`config.mk`:
```
export PLATFORM = sky130hd
export DESIGN_NAME = meteor_spawn_scheduler
export DESIGN_NICKNAME = d
export VERILOG_FILES = /design/src/rtl/meteor_spawn_scheduler.sv
export SDC_FILE = /design/constraint.sdc
export NUM_CORES = 1
export LEC_CHECK = 0
export CAP_MARGIN = 20
export CELL_PAD_IN_SITES_DETAIL_PLACEMENT = 1
export CELL_PAD_IN_SITES_GLOBAL_PLACEMENT = 1
export CORE_ASPECT_RATIO = 2
export CORE_UTILIZATION = 37
export DETAILED_ROUTE_END_ITERATION = 10
export PLACE_DENSITY = 0.84
export SETUP_SLACK_MARGIN = 0.5
export SYNTH_ARGS = -nofsm -noshare
export SYNTH_HDL_FRONTEND = slang
export SYNTH_SLANG_ARGS = --single-unit
export TNS_END_PERCENT = 30
```
`constraint.sdc`:
```
create_clock -name Clk -period 4.5 [get_ports Clk]
set_input_delay 1.35 -clock Clk [delete_from_list [all_inputs] [get_ports Clk]]
set_output_delay 1.35 -clock Clk [all_outputs]
set_load 0.1 [all_outputs]
```
`src/rtl/meteor_spawn_scheduler.sv`:
```
// meteor_spawn_scheduler: frame-paced spawner that claims the lowest free meteor slot
// and offers a clamped random spawn command over a valid/ready handshake.
module meteor_spawn_scheduler #(
  parameter int N_SLOTS       = 8,
  parameter int BASE_INTERVAL = 60,
  parameter int LEVEL_STEP    = 8,
  parameter int MIN_INTERVAL  = 8,
  parameter int SCREEN_W      = 640
) (
  input  logic                       Clk,
  input  logic                       Reset,
  input  logic                       enable,
  input  logic                       frame_tick,
  input  logic [2:0]                 level,
  input  logic [9:0]                 rand_pos,
  input  logic [2:0]                 rand_xspd,
  input  logic [2:0]                 rand_yspd,
  input  logic                       rand_sign,
  input  logic [N_SLOTS-1:0]         slot_release,
  input  logic                       spawn_ready,
  output logic                       spawn_valid,
  output logic [$clog2(N_SLOTS)-1:0] spawn_slot,
  output logic [9:0]                 spawn_pos,
  output logic [2:0]                 spawn_xspd,
  output logic [2:0]                 spawn_yspd,
  output logic                       spawn_sign,
  output logic [N_SLOTS-1:0]         slot_busy,
  output logic [$clog2(N_SLOTS):0]   active_count,
  output logic [7:0]                 missed_spawns
);
  localparam int SW = $clog2(N_SLOTS);
  localparam int CW = SW + 1;
  typedef enum logic [1:0] {IDLE, WAIT, ARB, OFFER} state_e;
  state_e state_q, state_d;
  logic [15:0] frame_cnt_q, frame_cnt_d, interval, step_frames;
  logic [N_SLOTS-1:0] busy_q, busy_d;
  logic [7:0] missed_q, missed_d;
  logic [SW-1:0] slot_q, slot_d, free_idx;
  logic [9:0] pos_q, pos_d;
  logic [2:0] xspd_q, xspd_d, yspd_q, yspd_d;
  logic sign_q, sign_d;
  assign step_frames = 16'(level) * 16'(LEVEL_STEP);
  assign interval = (16'(BASE_INTERVAL) > step_frames + 16'(MIN_INTERVAL)) ?
                    16'(BASE_INTERVAL) - step_frames : 16'(MIN_INTERVAL);
  // Scan downward so the lowest free index is the last one written.
  always_comb begin
    free_idx = '0;
    for (int i = N_SLOTS - 1; i >= 0; i--) if (!busy_q[i]) free_idx = SW'(i);
  end
  always_comb begin
    active_count = '0;
    for (int i = 0; i < N_SLOTS; i++) active_count = active_count + CW'(busy_q[i]);
  end
  always_comb begin
    state_d     = state_q;
    frame_cnt_d = frame_cnt_q;
    missed_d    = missed_q;
    slot_d      = slot_q;
    pos_d       = pos_q;
    xspd_d      = xspd_q;
    yspd_d      = yspd_q;
    sign_d      = sign_q;
    busy_d      = busy_q & ~slot_release;
    case (state_q)
      IDLE: begin
        frame_cnt_d = '0;
        state_d     = enable ? WAIT : IDLE;
      end
      WAIT: begin
        if (!enable) state_d = IDLE;
        else if (frame_tick) begin
          state_d     = (frame_cnt_q == interval - 16'd1) ? ARB : WAIT;
          frame_cnt_d = (frame_cnt_q == interval - 16'd1) ? '0 : frame_cnt_q + 16'd1;
        end
      end
      ARB: begin
        if (!enable) state_d = IDLE;
        else if (~&busy_q) begin
          state_d = OFFER;
          slot_d  = free_idx;
          pos_d   = (rand_pos >= 10'(SCREEN_W)) ? rand_pos - 10'(SCREEN_W) : rand_pos;
          xspd_d  = (rand_xspd == 3'd0) ? 3'd1 : rand_xspd;
          yspd_d  = (rand_yspd == 3'd0) ? 3'd1 : rand_yspd;
          sign_d  = rand_sign;
        end else begin
          state_d  = WAIT;
          missed_d = missed_q + 8'(missed_q != 8'hFF);
        end
      end
      OFFER: begin
        if (spawn_ready) begin
          busy_d[slot_q] = 1'b1;
          state_d        = enable ? WAIT : IDLE;
        end
      end
      default: state_d = IDLE;
    endcase
  end
  always_ff @(posedge Clk or posedge Reset) begin
    if (Reset) begin
      state_q     <= IDLE;
      frame_cnt_q <= '0;
      busy_q      <= '0;
      missed_q    <= '0;
      slot_q      <= '0;
      pos_q       <= '0;
      xspd_q      <= '0;
      yspd_q      <= '0;
      sign_q      <= 1'b0;
    end else begin
      state_q     <= state_d;
      frame_cnt_q <= frame_cnt_d;
      busy_q      <= busy_d;
      missed_q    <= missed_d;
      slot_q      <= slot_d;
      pos_q       <= pos_d;
      xspd_q      <= xspd_d;
      yspd_q      <= yspd_d;
      sign_q      <= sign_d;
    end
  end
  assign spawn_valid   = (state_q == OFFER);
  assign spawn_slot    = slot_q;
  assign spawn_pos     = pos_q;
  assign spawn_xspd    = xspd_q;
  assign spawn_yspd    = yspd_q;
  assign spawn_sign    = sign_q;
  assign slot_busy     = busy_q;
  assign missed_spawns = missed_q;
endmodule
```
==> reports/results.ini <==
[setup_path]
timing.rr.start=frame_cnt_q[0]
rr_worst_depth=7
regToRegEndpoint=frame_cnt_q[7]
reg2reg_setup_slack_ps=2090
endpoint_kind=output port
crit_path_start_kind=flop
crit_fanout=2
cp.required_ps=3150
arrival_ps=3220
crit_type=reg -> out

[sta]
post-route-period-util=1.02
clock_skew_ps=8.83
tightest_slew_ps=1050
finalSetupViolCount=2
tns_ps=-130
hold_viol_final=0
slew_viol_final=0
rsz0062_at_grt=true
max_freq_mhz=219
setup_slack_ps=-73.6
maxSlewHeadroom=0.301
timing.final.crit_period_ps=4570

[final_layout]
diodes=0
final_cells=450
fillers=850
nNetsFinal=404
drive_above_1_share=0.140
seq_area_um2=1360
multi_input_area_um2=1430
final_cell_mix=clkdlybuf4s50_1 (69), dfrtp_1 (51), nand2_1 (25), inv_1 (20), nor2_1 (20)
layout_commonest_cell=clkdlybuf4s50_1
area_growth_pct=38.0

[run_status]
violations=negative setup slack
status=finished with violations

[placement]
port_buffers=73
place_congestion=0.870
pre_cts_ws_ps=164
hpwl_um=6290
place_inst=439

[global_route]
antenna_found_initial=0
overflow=0
grt_usage=0.227
grt_max_degree=38
grt_pass1_vias=2753
grt_pass1_wl_um=14000

[route]
drt-met1-wl_um=2950
drt-wirelength-per-cell_um=18.8
drtIter0Drc=91
wl_met2_um=4960
met3WireLength_um=203
num_vias=2497
drc_errors=0
dr.pass1.iters=4
vias_per_cell=5.55
ant_nets=0
dr.max_layer_used=met4
wl_um=8440

[logic_synthesis]
ys_seq_elements=54
synth_nets=325
avgSynthCellArea_um2=10.4
synthArstFlopShare=1.00
syn_area_um2=2870
synth_cells=276
synth_enable_flop_cells=0
synth_cell_type_count=48
yosysSeqAreaShare=0.471
synth_top_flop_cell=dfrtp_1
yosys_warnings=0

[floorplan]
fp.dieW_um=64.3
core_area_um2=7540
ios=74
rows=45
die_y_um=127
start_util=0.381
dieArea_um2=8140

[pwr]
irDropWorstVdd_mv=0.186
power_mw=1.04
p_leak_nw=1.76
power_density_nw_per_um2=261

[cts]
numCtsBuffers=5
path_clk_slew_ps=70
hold_buffers=0
htreeDepth=2
clock-root-buffer=clkbuf_16
tritoncts=built
clk_path_buf_depth=2
numClockSinks=54
insertion_delay_ps=300

[hold_path]
hold_end=missed_spawns[5]
hold_class=reg -> reg
worstHoldStart=missed_spawns[5]
worstHoldPathCells=1

[flow_run]
cap_violations=0

## worst max-delay path, stage by stage, from the launching register on
cell and delay, ps:
dfrtp_2 420, fa_1 550, inv_1 50, fa_1 450, fa_1 510, inv_2 50, ha_4 160, fa_2 380
xor2_4 180, buf_12 190
## cell usage after synthesis (all sizes together) (4+ instances only)
cell type,number,area (um^2)
o21ai,17,88.8
fa,4,80.1
inv,22,82.6
o31ai,4,35.0
nand3,14,75.1
xor2,6,52.6
xnor2,8,70.1
nor4,4,46.3
nor2,20,75.1
a21oi,5,25.0
a22o,8,70.1
nand2,25,93.8
o22ai,9,56.3
dfrtp,54,1350
nand4,7,43.8
mux2,15,169
ha,12,150
nor3,5,25.0
## flip-flops by register name (all words and copies together) (netlist names)
name / cells
frame_cnt_q: 16
spawn_pos: 10
missed_spawns: 8
slot_busy: 8
spawn_slot: 3
spawn_xspd: 3
spawn_yspd: 3
state_q: 2
spawn_sign: 1
## how the worst max path moves through the flow
stage                  from              end  slack, ps  cells past startpoint
2_1_floorplan  slot_busy[3]  active_count[2]       -220                      8
3_3_place_gp   slot_busy[3]  active_count[2]        250                      9
3_5_place_dp   slot_busy[3]  active_count[2]        160                      9
4_1_cts        slot_busy[3]  active_count[2]       -110                      9
5_1_grt        slot_busy[3]  active_count[2]       -140                      9
6_report       slot_busy[3]  active_count[2]        -70                      9
## routing by layer
| layer | vias to the layer above | global-route usage |
|---|---|---|
| met1 | 1268 | 0.226 |
| met3 | 22 | 0.0306 |
| met4 | 0 | 0.124 |
| li1 | 1136 | - |
| met5 | - | 0 |
| met2 | 71 | 0.432 |
## cells by family after synthesis
group                      after synthesis  synth area share
and+or+nand+nor                         93             0.172
DFF                                     54             0.471
AOI/OAI and AO/OA                       53             0.122
buffers and inverters                   28            0.0427
muxes                                   18            0.0693
adders and majority gates               16            0.0802
xor gates and xnor gates                14            0.0427
## cell type report
class,count,share of cell area
Tap cell,94,0.0297
Clock inverter,3,0.00537
Clock buffer,5,0.0316
Inverter,22,0.0208
Multi-Input combinational cell,194,0.362
Timing Repair Buffer,78,0.209
Sequential cell,54,0.342
## repair_timing
action,in CTS,in global routing
setup buffers,2,0
gates resized for setup,3,0
pin swaps,1,1
gates cloned,0,0
setup endpoints to repair,4,4
## stage by stage
stage / area (um^2) / utilization / hold WS, ps
floorplan: 2900 / - / 506
CTS: 3940 / 0.522 / 497
global route: 3960 / 0.525 / 518
detailed placement: 3760 / 0.499 / 482
global placement: 3760 / 0.499 / 463
finish: 3960 / 0.525 / 493
## power breakdown
group	internal, mW	switching (mW)
sequential	0.497	0.0173
combinational	0.0538	0.0735
clock	0.207	0.187
total	0.757	0.278
Power figures use the tool's default switching activity.
